$ cat src/rtl/ahbl_sram_adapter_if.sv
// AHB-Lite subordinate bus bundle between an initiator and ahbl_sram_adapter.
// Address phase, data phase and response signals share one interface.
interface ahbl_sram_adapter_if #(
    parameter int W_ADDR = 32
);
    logic              hready;
    logic              hready_resp;
    logic              hresp;
    logic [W_ADDR-1:0] haddr;
    logic              hwrite;
    logic [1:0]        htrans;
    logic [2:0]        hsize;
    logic              hsel;
    logic [31:0]       hwdata;
    logic [31:0]       hrdata;

    modport master (
        output hready, haddr, hwrite, htrans,
        output hsize, hsel, hwdata,
        input  hready_resp, hresp, hrdata
    );

    modport slave (
        input  hready, haddr, hwrite, htrans,
        input  hsize, hsel, hwdata,
        output hready_resp, hresp, hrdata
    );
endinterface

$ cat src/rtl/ahbl_sram_adapter.sv
// Zero-wait-state AHB-Lite to single-port SRAM adapter.
// Writes that collide with a read park in a one-entry buffer.
module ahbl_sram_adapter #(
    parameter  int W_ADDR  = 32,
    parameter  int DEPTH   = 2048,
    localparam int W_SADDR = $clog2(DEPTH)
) (
    input  logic               clk,
    input  logic               rst_n,
    ahbl_sram_adapter_if.slave ahbls,
    output logic               sram_cs_n,
    output logic               sram_we_n,
    output logic [3:0]         sram_be_n,
    output logic [W_SADDR-1:0] sram_addr,
    output logic [31:0]        sram_wdata,
    input  logic [31:0]        sram_rdata
);

    logic               aph_valid;
    logic               aph_read;
    logic [3:0]         aph_mask;
    logic [W_SADDR-1:0] aph_addr;

    logic               dph_read;
    logic               dph_write;
    logic [W_SADDR-1:0] dph_addr;
    logic [3:0]         dph_mask;

    logic               wbuf_valid;
    logic [31:0]        wbuf_data;
    logic [W_SADDR-1:0] wbuf_addr;
    logic [3:0]         wbuf_mask;

    logic               active;
    logic               port_read;
    logic               drain;
    logic               direct;
    logic               store;
    logic               fwd;

    logic unused_ok;
    assign unused_ok = &{1'b0, ahbls.htrans[0], ahbls.haddr};

    assign aph_valid = ahbls.hsel & ahbls.htrans[1]
                     & ahbls.hready;
    assign aph_read  = aph_valid & ~ahbls.hwrite;
    assign aph_addr  = ahbls.haddr[W_SADDR+1:2];

    always_comb begin
        aph_mask = 4'hf;
        unique case (1'b1)
            ahbls.hsize == 3'd0:
                aph_mask = 4'b0001 << ahbls.haddr[1:0];
            ahbls.hsize == 3'd1:
                aph_mask = ahbls.haddr[1] ? 4'b1100
                                          : 4'b0011;
            default:
                aph_mask = 4'hf;
        endcase
    end

    // Port stays idle during the first cycle out of reset.
    assign port_read = aph_read & active;
    assign drain     = wbuf_valid & ~port_read;
    assign direct    = dph_write & ~port_read & ~wbuf_valid;
    assign store     = dph_write & port_read;

    always_comb begin
        sram_cs_n  = 1'b1;
        sram_we_n  = 1'b1;
        sram_be_n  = 4'hf;
        sram_addr  = '0;
        sram_wdata = '0;
        unique case (1'b1)
            port_read: begin
                sram_cs_n = 1'b0;
                sram_addr = aph_addr;
            end
            drain: begin
                sram_cs_n  = 1'b0;
                sram_we_n  = 1'b0;
                sram_be_n  = ~wbuf_mask;
                sram_addr  = wbuf_addr;
                sram_wdata = wbuf_data;
            end
            direct: begin
                sram_cs_n  = 1'b0;
                sram_we_n  = 1'b0;
                sram_be_n  = ~dph_mask;
                sram_addr  = dph_addr;
                sram_wdata = ahbls.hwdata;
            end
            default: begin
                sram_cs_n = 1'b1;
            end
        endcase
    end

    assign fwd = wbuf_valid & (wbuf_addr == dph_addr);

    always_comb begin
        ahbls.hrdata = '0;
        if (dph_read) begin
            for (int i = 0; i < 4; i++) begin
                ahbls.hrdata[8*i +: 8] =
                    (fwd & wbuf_mask[i])
                        ? wbuf_data[8*i +: 8]
                        : sram_rdata[8*i +: 8];
            end
        end
    end

    assign ahbls.hready_resp = 1'b1;
    assign ahbls.hresp       = 1'b0;

    always_ff @(posedge clk or negedge rst_n) begin
        if (!rst_n) begin
            active     <= 1'b0;
            dph_read   <= 1'b0;
            dph_write  <= 1'b0;
            dph_addr   <= '0;
            dph_mask   <= '0;
            wbuf_valid <= 1'b0;
            wbuf_data  <= '0;
            wbuf_addr  <= '0;
            wbuf_mask  <= '0;
        end else begin
            active <= 1'b1;
            if (ahbls.hready) begin
                dph_read  <= aph_valid & ~ahbls.hwrite;
                dph_write <= aph_valid & ahbls.hwrite;
                dph_addr  <= aph_valid ? aph_addr : '0;
                dph_mask  <= aph_valid ? aph_mask : '0;
            end
            if (store) begin
                wbuf_valid <= 1'b1;
                wbuf_data  <= ahbls.hwdata;
                wbuf_addr  <= dph_addr;
                wbuf_mask  <= dph_mask;
            end else if (drain) begin
                wbuf_valid <= 1'b0;
            end
        end
    end

    // The write's own address phase always frees the port for a drain.
    a_no_wr_with_buf: assert property (
        @(posedge clk) disable iff (!rst_n)
        !(dph_write && wbuf_valid)
    );

endmodule

$ cat src/flat_wrapper.sv
// flat-port wrapper written by rule: the top's interface ports become plain ports
module ahbl_sram_adapter_flat 
#(
    parameter  int W_ADDR  = 32,
    parameter  int DEPTH   = 2048,
    localparam int W_SADDR = $clog2(DEPTH)
)
  (clk, rst_n, sram_cs_n, sram_we_n, sram_be_n, sram_addr, sram_wdata, sram_rdata, ahbls_hready, ahbls_haddr, ahbls_hwrite, ahbls_htrans, ahbls_hsize, ahbls_hsel, ahbls_hwdata, ahbls_hready_resp, ahbls_hresp, ahbls_hrdata);
  ahbl_sram_adapter_if #(.W_ADDR(W_ADDR)) ahbls_i ();
  input  logic clk;
  input  logic rst_n;
  output logic sram_cs_n;
  output logic sram_we_n;
  output logic [3:0] sram_be_n;
  output logic [W_SADDR-1:0] sram_addr;
  output logic [31:0] sram_wdata;
  input  logic [31:0] sram_rdata;
  input wire logic [$bits(ahbls_i.hready)-1:0] ahbls_hready;
  input wire logic [$bits(ahbls_i.haddr)-1:0] ahbls_haddr;
  input wire logic [$bits(ahbls_i.hwrite)-1:0] ahbls_hwrite;
  input wire logic [$bits(ahbls_i.htrans)-1:0] ahbls_htrans;
  input wire logic [$bits(ahbls_i.hsize)-1:0] ahbls_hsize;
  input wire logic [$bits(ahbls_i.hsel)-1:0] ahbls_hsel;
  input wire logic [$bits(ahbls_i.hwdata)-1:0] ahbls_hwdata;
  output wire logic [$bits(ahbls_i.hready_resp)-1:0] ahbls_hready_resp;
  output wire logic [$bits(ahbls_i.hresp)-1:0] ahbls_hresp;
  output wire logic [$bits(ahbls_i.hrdata)-1:0] ahbls_hrdata;
  assign ahbls_i.hready = ahbls_hready;
  assign ahbls_i.haddr = ahbls_haddr;
  assign ahbls_i.hwrite = ahbls_hwrite;
  assign ahbls_i.htrans = ahbls_htrans;
  assign ahbls_i.hsize = ahbls_hsize;
  assign ahbls_i.hsel = ahbls_hsel;
  assign ahbls_i.hwdata = ahbls_hwdata;
  assign ahbls_hready_resp = ahbls_i.hready_resp;
  assign ahbls_hresp = ahbls_i.hresp;
  assign ahbls_hrdata = ahbls_i.hrdata;
  ahbl_sram_adapter #(.W_ADDR(W_ADDR), .DEPTH(DEPTH)) u_core (.clk(clk), .rst_n(rst_n), .ahbls(ahbls_i), .sram_cs_n(sram_cs_n), .sram_we_n(sram_we_n), .sram_be_n(sram_be_n), .sram_addr(sram_addr), .sram_wdata(sram_wdata), .sram_rdata(sram_rdata));
endmodule
$ cat config.mk
export PLATFORM = sky130hd
export DESIGN_NAME = ahbl_sram_adapter_flat
export DESIGN_NICKNAME = d
export VERILOG_FILES = /design/src/rtl/ahbl_sram_adapter_if.sv /design/src/rtl/ahbl_sram_adapter.sv /design/src/flat_wrapper.sv
export SDC_FILE = /design/constraint.sdc
export NUM_CORES = 1
export LEC_CHECK = 0
export BUFFER_PORTS_ARGS = -buffer_cell sky130_fd_sc_hd__buf_2
export CAP_MARGIN = 0
export CORE_MARGIN = 4
export CORE_UTILIZATION = 35
export DETAILED_ROUTE_END_ITERATION = 7
export PLACE_DENSITY = 0.66
export SLEW_MARGIN = 10
export SYNTH_ARGS = -nofsm -noshare
export SYNTH_HDL_FRONTEND = slang
export SYNTH_SLANG_ARGS = --single-unit
$ cat constraint.sdc
create_clock -name clk -period 2.8 [get_ports clk]
set_input_delay 0.42 -clock clk [delete_from_list [all_inputs] [get_ports clk]]
set_output_delay 0.42 -clock clk [all_outputs]
set_load 0.005 [all_outputs]
Yosys cells after proc, flatten, opt, wreduce, memory -nomap -nowiden --
Cells that the tools add are included.
Storage, ports and cells: output and inout port bits 83, input bits 106, register bits after elaboration 66, word-level logic and storage cells 51
Operators by class: reductions and logical operators 4, bitwise operators 19, shifts and indexed selects 1, equality and inequality tests 2, multiplexer cells 16
Operators with widths (number):
- 32-bit one-hot mux with 2 select lines | 1
- 11-bit one-hot mux with 3 select lines | 1
- 32-bit two-way mux | 1
- 8-bit two-way mux | 4
- 4-bit one-hot mux with 2 select lines | 2
- 1-bit bitwise AND | 14
- 11-bit == test | 1
- 11-bit two-way mux | 1
- 4-bit two-way mux | 2
- 4-bit NOT | 2
- 1-bit two-way mux | 4
- 1-bit by 2-bit left shift with 4-bit output (first input constant) | 1
- 3-bit by 1-bit == test with 1-bit output (second input constant) | 1
- 3-bit zero test | 1
- 1-bit NOT | 3
- 3-bit OR reduction | 1
- 2-bit nonzero test | 1
- 2-bit OR reduction | 1

Depth between registers and ports, before layout --
Gate-level depths: netlist of run 1.
word-level depth 9, mapped depth 8, mapped depth without buffers 4

Worst setup path after synthesis of run 1 --
No wires, ideal clock.
kind register -> output, start register u_core.dph_addr[5], end output port ahbls_hrdata[0], path slack 0.714 ns, stages on the path, launching flop included 5, data required time 2.380 ns, data arrival time 1.666 ns, buffers on the path 0, path through dfrtp_1 -> xnor2_2 -> nand4_4 -> nor4_4 -> mux2i_1
Between the ends: cells in the longest elaborated chain, start to end 5
Ends and longest elaborated chain:
- start, declared | line ahbl_sram_adapter.sv:26 | logic [W_SADDR-1:0] dph_addr;
- start signal, assigned | line ahbl_sram_adapter.sv:132 | dph_addr <= aph_valid ? aph_addr : '0;
- 11-bit == test | line ahbl_sram_adapter.sv:99 | assign fwd = wbuf_valid & (wbuf_addr == dph_addr);
- 1-bit bitwise AND | line ahbl_sram_adapter.sv:99
- 1-bit bitwise AND | line ahbl_sram_adapter.sv:106 | (fwd & wbuf_mask[i])
- 8-bit two-way mux | line ahbl_sram_adapter.sv:107 | ? wbuf_data[8*i +: 8]
- 32-bit two-way mux | line ahbl_sram_adapter.sv:103 | if (dph_read) begin
- end, declared | line flat_wrapper.sv:27 | output wire logic [$bits(ahbls_i.hrdata)-1:0] ahbls_hrdata;
Every way passes these cells.

Final worst setup path of run 1 --
start register u_core.dph_addr[8], end output port ahbls_hrdata[14]
The elaborated chain is that of the path after synthesis.

==> metrics.csv, run 1 <==
metric,value,unit
port_buffers,166,
worstPathArrival,2.14,ns
antenna_left,0,
wire_per_inst,15.5,µm
synth_area,4130,µm²
synth-seq-cells,66,
fin_nets,675,
p_clk_share,39.5,%
vias,3528,
r2r-end,u_core.wbuf_data[7],
fin_crit,2.56,ns
power.switching,0.632,mW
rsz0062_at_grt,false,
leakagePower,2.72,nW
drt_wl_total,11100,µm
post-route-period-util,91.4,%
path_depth,6,
numCtsBuffers,9,
insertion_delay,0.32,ns
dp_hpwl,8220,µm
grt_first_pass_wirelength,17100,µm
wl_met1,4680,µm
finalSetupViolCount,0,
ys_seq_area_share,40.0,%
fin_setup_tns,0,ns
crit_path_end_kind,output port,
grt.total_usage,15.8,%
synthCells,407,
drt_iter0_drc,129,
fmax,0.391,GHz
synth_area_per_cell,10.1,µm²
clockRootBuffer,clkbuf_16,
cts_sinks,66,
globalplace.congestion,0.798,
drc,0,
post-cts-setup-buffers,0,
relSlewSlack,64.5,%
antenna_found_initial,0,
p_per_area,456,nW/µm²
num_rows,39,
tritoncts,built,
die_y,117,µm
antenna_cells,0,
clockBufferDepth,2,
viasPerCell,4.93,
wl_met3,772,µm
r2r_cells,4,
die-area,13600,µm²
slew_violations,0,
area_growth,30.0,%
status,"finished, final reports clean",
timing.final.hold_violations,0,
path_clk_slew,0.05,ns
finish.utilization,46.8,%
worst_setup_path_start_kind,register,
post_synth_num_cell_types,29,
critPathBufInv,2,
yosysWarnings,0,
path_cells,"xnor2_1, nand4_2, nor4_4, buf_4, mux2i_1, buf_2",
peakVddDrop,238,µV
internal_power,1.81,mW
critical_path_class,reg -> out,
skew,0.00392,ns
cts_resized,0,
die_w,117,µm
cts_hold_buf,0,
top_layer_used,met4,
maxCapViolCount,0,
crit_fanout,8,
sequentialPowerShare,45.1,%
firstDrtPassIters,4,
globalRouteOverflowTotal,0,
switching_share,25.9,%
cpMaxStageDelayCell,dfrtp_1,
grt_start_max_net_pins,38,
worst_slew_pin_slew,0.532,ns
crit_required,2.38,ns
timing.rr.start,u_core.active,
grt_pass1_vias,3445,
critical-path-top-delay-family,simple AND/OR/NAND/NOR gates,
p_comb_share,15.5,%
pin_count,189,
initial_core_util,36.0,%
hold_class,in -> async,
rrSetupSlack,1.07,ns
core,11500,µm²
drive_above_1_share,44.0,%
htree_levels,3,
dr_wl_met2,5410,µm
cp_slowest_stage_delay,0.41,ns
==> area by class of cell <==
class / instances / area (µm²)
clock buffers: 11 / 233
clock inverters: 4 / 20.0
fillers: 1082 / 6100
inverters: 22 / 82.6
multi-input cells: 288 / 2220
flip-flops and latches: 66 / 1650
well taps: 143 / 179
repair buffers: 182 / 976
==> metal layers <==
| layer | vias up | track usage (%) |
|---|---|---|
| met4 | 0 | 6.50 |
| met2 | 127 | 27.3 |
| met1 | 1654 | 19.6 |
| met3 | 20 | 2.75 |
| met5 | - | 0 |
| li1 | 1727 | - |
==> synthesized netlist by cell type <==
library cell	n	area (µm²)
mux2i_1	36	360
xnor2_1	7	61.3
nand4_2	1	12.5
clkbuf_1	17	63.8
nand3_1	1	5.00
buf_2	7	35.0
xnor2_2	4	65.1
mux2_2	17	191
nor4_4	4	85.1
nand2_1	84	315
a22o_1	36	315
buf_4	4	30.0
and2_1	2	12.5
nand4_4	2	42.5
conb_1	2	7.51
o21ai_0	20	100
a22oi_1	11	82.6
o22ai_1	1	6.26
nor2_1	17	63.8
a21oi_1	11	55.1
and3_1	1	6.26
and2_0	1	6.26
inv_1	22	82.6
dfrtp_1	66	1650
or2_1	1	6.26
mux2_4	26	390
buf_6	4	45.0
nor2b_1	1	6.26
nand3b_4	1	20.0
==> worst register-to-register path, cell delays in order (launching register included) <==
cell      delay [ns]
dfrtp_1         0.39
nand3b_4        0.16
or2_2           0.34
buf_12          0.31
mux2_2          0.42
==> registers in the layout (all words and copies together) (netlist names) <==
name / flops
u_core.wbuf_addr: 11
u_core.dph_write: 1
u_core.dph_read: 1
u_core.wbuf_valid: 1
u_core.wbuf_data: 32
u_core.dph_addr: 11
u_core.active: 1
u_core.wbuf_mask: 4
u_core.dph_mask: 4
==> logic make-up (layout without fill, tap and decap cells) <==
logic type | count (synthesis) | in the layout | synth area share (%)
multiplexers | 79 | 79 | 22.8
flip-flops | 66 | 66 | 40.0
AO/OA/AOI/OAI | 79 | 79 | 13.6
buffers and inverters | 54 | 219 | 6.22
AND/OR/NAND/NOR | 116 | 116 | 14.1
other | 2 | 3 | 0.182
XOR/XNOR | 11 | 11 | 3.06
==> cell usage in the layout, fill, tap and decap left out, drive strengths merged <==
master / instances
nand4: 3
o22ai: 1
buf: 182
mux2i: 36
a22oi: 11
xnor2: 11
a21oi: 11
o21ai: 20
or2: 1
inv: 22
mux2: 43
nor2: 17
and3: 1
clkbuf: 11
conb: 3
nand2: 84
dfrtp: 66
nand3: 1
nand3b: 1
clkinv: 4
and2: 3
a22o: 36
nor4: 4
nor2b: 1
==> metrics by stage <==
| stage | std cells | setup slack [ns] | power, mW | hold WS (ns) | cell area (µm²) |
|---|---|---|---|---|---|
| 2_1_floorplan | 408 | 0.714 | 1.32 | 0.124 | 4130 |
| 3_3_place_gp | 701 | 0.568 | 1.49 | 0.404 | 5110 |
| 3_5_place_dp | 701 | 0.554 | 1.50 | 0.410 | 5110 |
| 4_1_cts | 716 | 0.188 | 2.48 | 0.0629 | 5360 |
| 5_1_grt | 716 | 0.0756 | 2.57 | 0.0880 | 5360 |
| 6_report | 716 | 0.240 | 2.44 | 0.0526 | 5360 |
==> power by group through the flow <==
stage	sequential, mW	combinational, mW	clock, mW
6_report	1.10	0.378	0.964
5_1_grt	1.11	0.422	1.04
4_1_cts	1.10	0.385	0.997
3_5_place_dp	1.12	0.382	0
3_3_place_gp	1.11	0.375	0
2_1_floorplan	1.09	0.225	0
==> how the worst max path moves through the flow <==
| stage | startpoint | to |
|---|---|---|
| 2_1_floorplan | u_core.dph_addr[5] | ahbls_hrdata[0] |
| 3_3_place_gp | u_core.dph_addr[7] | ahbls_hrdata[30] |
| 3_5_place_dp | u_core.dph_addr[8] | ahbls_hrdata[14] |
| 4_1_cts | u_core.dph_addr[1] | ahbls_hrdata[14] |
| 5_1_grt | u_core.dph_addr[1] | ahbls_hrdata[14] |
| 6_report | u_core.dph_addr[8] | ahbls_hrdata[14] |
No activity file was read; power rests on OpenSTA's default activity.
==> run 2, diff against run 1 <==
==> constraint.sdc (replaced) <==
create_clock -name clk -period 2.7 [get_ports clk]
set_input_delay 0.405 -clock clk [delete_from_list [all_inputs] [get_ports clk]]
set_output_delay 0.405 -clock clk [all_outputs]
set_load 0.005 [all_outputs]
==> run 2 against run 1 <==
  * Sequential power is 4% higher
  * Critical endpoint is now ahbls_hrdata[24]
  * Power is 9.3% higher
  * Critical path type unchanged
  * Clock power is 17% higher
==> metrics.csv, run 2 (synthesis results as in run 1) <==
metric,value,unit,change
core,11500,µm²,unchanged
area_growth,31.7,%,
p_per_area,492,nW/µm²,+7.9%
whs,0.126,ns,+0.0735 ns
critical-path-top-delay-family,simple AND/OR/NAND/NOR gates,,
peakVddDrop,223,µV,-6.6%
pin_count,189,,unchanged
crit_fanout,8,,unchanged
wire_per_inst,15.3,µm,-1.4%
port_buffers,166,,unchanged
fin_nets,675,,unchanged
cpMaxStageDelayCell,dfrtp_1,,
grt.total_usage,15.6,%,-0.22 points
finalSetupViolCount,0,,unchanged
r2r_cells,5,,+1
dp_worst_setup_slack,0.443,ns,-0.111 ns
post-route-period-util,93.8,%,
endpoint,ahbls_hrdata[24],,
globalRouteOverflowTotal,0,,unchanged
cp_slowest_stage_delay,0.43,ns,+0.02 ns
slew_violations,0,,unchanged
path_cells,"xnor2_2, nand4_4, nor4_4, buf_4, mux2i_1, buf_2",,
rrSetupSlack,0.84,ns,-0.23 ns
power,2.67,mW,+9.3%
drt_iter0_drc,195,,+51%
dp_hpwl,8260,µm,+0.50%
antenna_found_initial,0,,unchanged
fin_setup_tns,0,ns,unchanged
htree_levels,3,,unchanged
fin_ws,0.167,ns,-0.0726 ns
critical_path_class,reg -> out,,
largest_registers,"u_core.wbuf_data (32), u_core.dph_addr (11), u_core.wbuf_addr (11)",,
tritoncts,built,,
relSlewSlack,52.7,%,-12 points
firstDrtPassIters,4,,unchanged
clockBufferDepth,2,,unchanged
globalplace.congestion,0.798,,about the same
grt_first_pass_wirelength,16700,µm,-1.9%
clockRootBuffer,clkbuf_16,,
status,"finished, final reports clean",,
drc,0,,unchanged
antenna_cells,0,,unchanged
r2r-end,u_core.wbuf_data[14],,
leakagePower,2.74,nW,+0.73%
timing.final.hold_violations,0,,unchanged
top_register,u_core.wbuf_data,,
path_depth,6,,unchanged
rsz0062_at_grt,false,,
insertion_delay,0.32,ns,about the same
die-area,13600,µm²,unchanged
skew,0.00789,ns,+0.00397 ns
path_clk_slew,0.06,ns,about the same
worst_slew_pin_slew,0.709,ns,+0.177 ns
maxCapViolCount,0,,unchanged
drt_wl_total,11000,µm,-1.3%
die_w,117,µm,unchanged
cts_hold_buf,0,,unchanged
cts_sinks,66,,unchanged
worstPathArrival,2.13,ns,about the same
viasPerCell,4.94,,+0.23%
crit_required,2.30,ns,-0.08 ns
timing.rr.start,u_core.active,,
largest_reg_flops,32,,unchanged
hold_class,in -> async,,
grt_pass1_vias,3488,,+1.2%
fin_crit,2.53,ns,
num_rows,39,,unchanged
final_cell_mix,"166 x buf_2, 84 x nand2_1, 65 x dfrtp_1, 36 x a22o_1, 36 x mux2i_1",,
initial_core_util,36.0,%,unchanged
worst_setup_path_start_kind,register,,
grt_start_max_net_pins,38,,unchanged
antenna_left,0,,unchanged
drive_above_1_share,44.9,%,+0.97 points
numCtsBuffers,9,,unchanged
fmax,0.395,GHz,
final_common_cell,buf_2,,
crit_path_end_kind,output port,,
critPathBufInv,2,,unchanged
vias,3541,,+0.37%
startpoint,u_core.dph_addr[5],,
die_y,117,µm,unchanged
==> run 2: cell types whose count changed in the layout (fill, tap and decap cells not counted), moves of 2 or more <==
cell | before | now
clkbuf_1 | 2 | 0
xnor2_1 | 7 | 4
clkinv_4 | 0 | 2
xnor2_2 | 4 | 7
==> run 2: final cells by class <==
cell class              count  area (µm²)
clock buffers               9         225
inverters                  22        82.6
flip-flops and latches     66        1650
repair buffers            182         980
well taps                 143         179
clock inverters             7        70.1
multi-input cells         288        2240
fillers                  1103        6030
==> run 2: layer usage <==
layer | GRT usage [%] | part of all wire, % | vias to the layer above
met2 | 27.2 | 50 | 117
met4 | 6.65 | 2.1 | 0
li1 | - | - | 1727
met5 | 0 | 0 | -
met1 | 18.9 | 42 | 1677
met3 | 3.01 | 6.6 | 20
==> run 2: worst min-delay path by stage <==
stage                     startpoint                  end  slack [ns]  cells after the start
final                          rst_n   u_core.dph_addr[6]        0.13                      1
after global routing           rst_n   u_core.dph_addr[6]        0.18                      1
after CTS                      rst_n   u_core.dph_addr[6]        0.16                      1
after detailed placement       rst_n  u_core.wbuf_addr[8]        0.50                      1
after global placement         rst_n   u_core.dph_addr[8]        0.50                      1
after floorplan                rst_n        u_core.active        0.11                      0
==> run 2: power by group <==
part / internal (mW) / switching (mW) / total (mW)
Combinational: 0.204 / 0.191 / 0.396
Clock: 0.712 / 0.420 / 1.13
Sequential: 1.07 / 0.0741 / 1.14
==> run 2: per-stage QoR <==
step,cell area (µm²),instances,utilization (%)
2_1_floorplan,4130,408,-
3_3_place_gp,5110,701,44.6
3_5_place_dp,5110,701,44.6
4_1_cts,5410,717,47.1
5_1_grt,5430,717,47.4
6_report,5430,717,47.4
==> run 2: repair_timing <==
item	in CTS	in global routing
resized for setup	0	4
setup endpoints to repair	0	3
buffers inserted	0	0
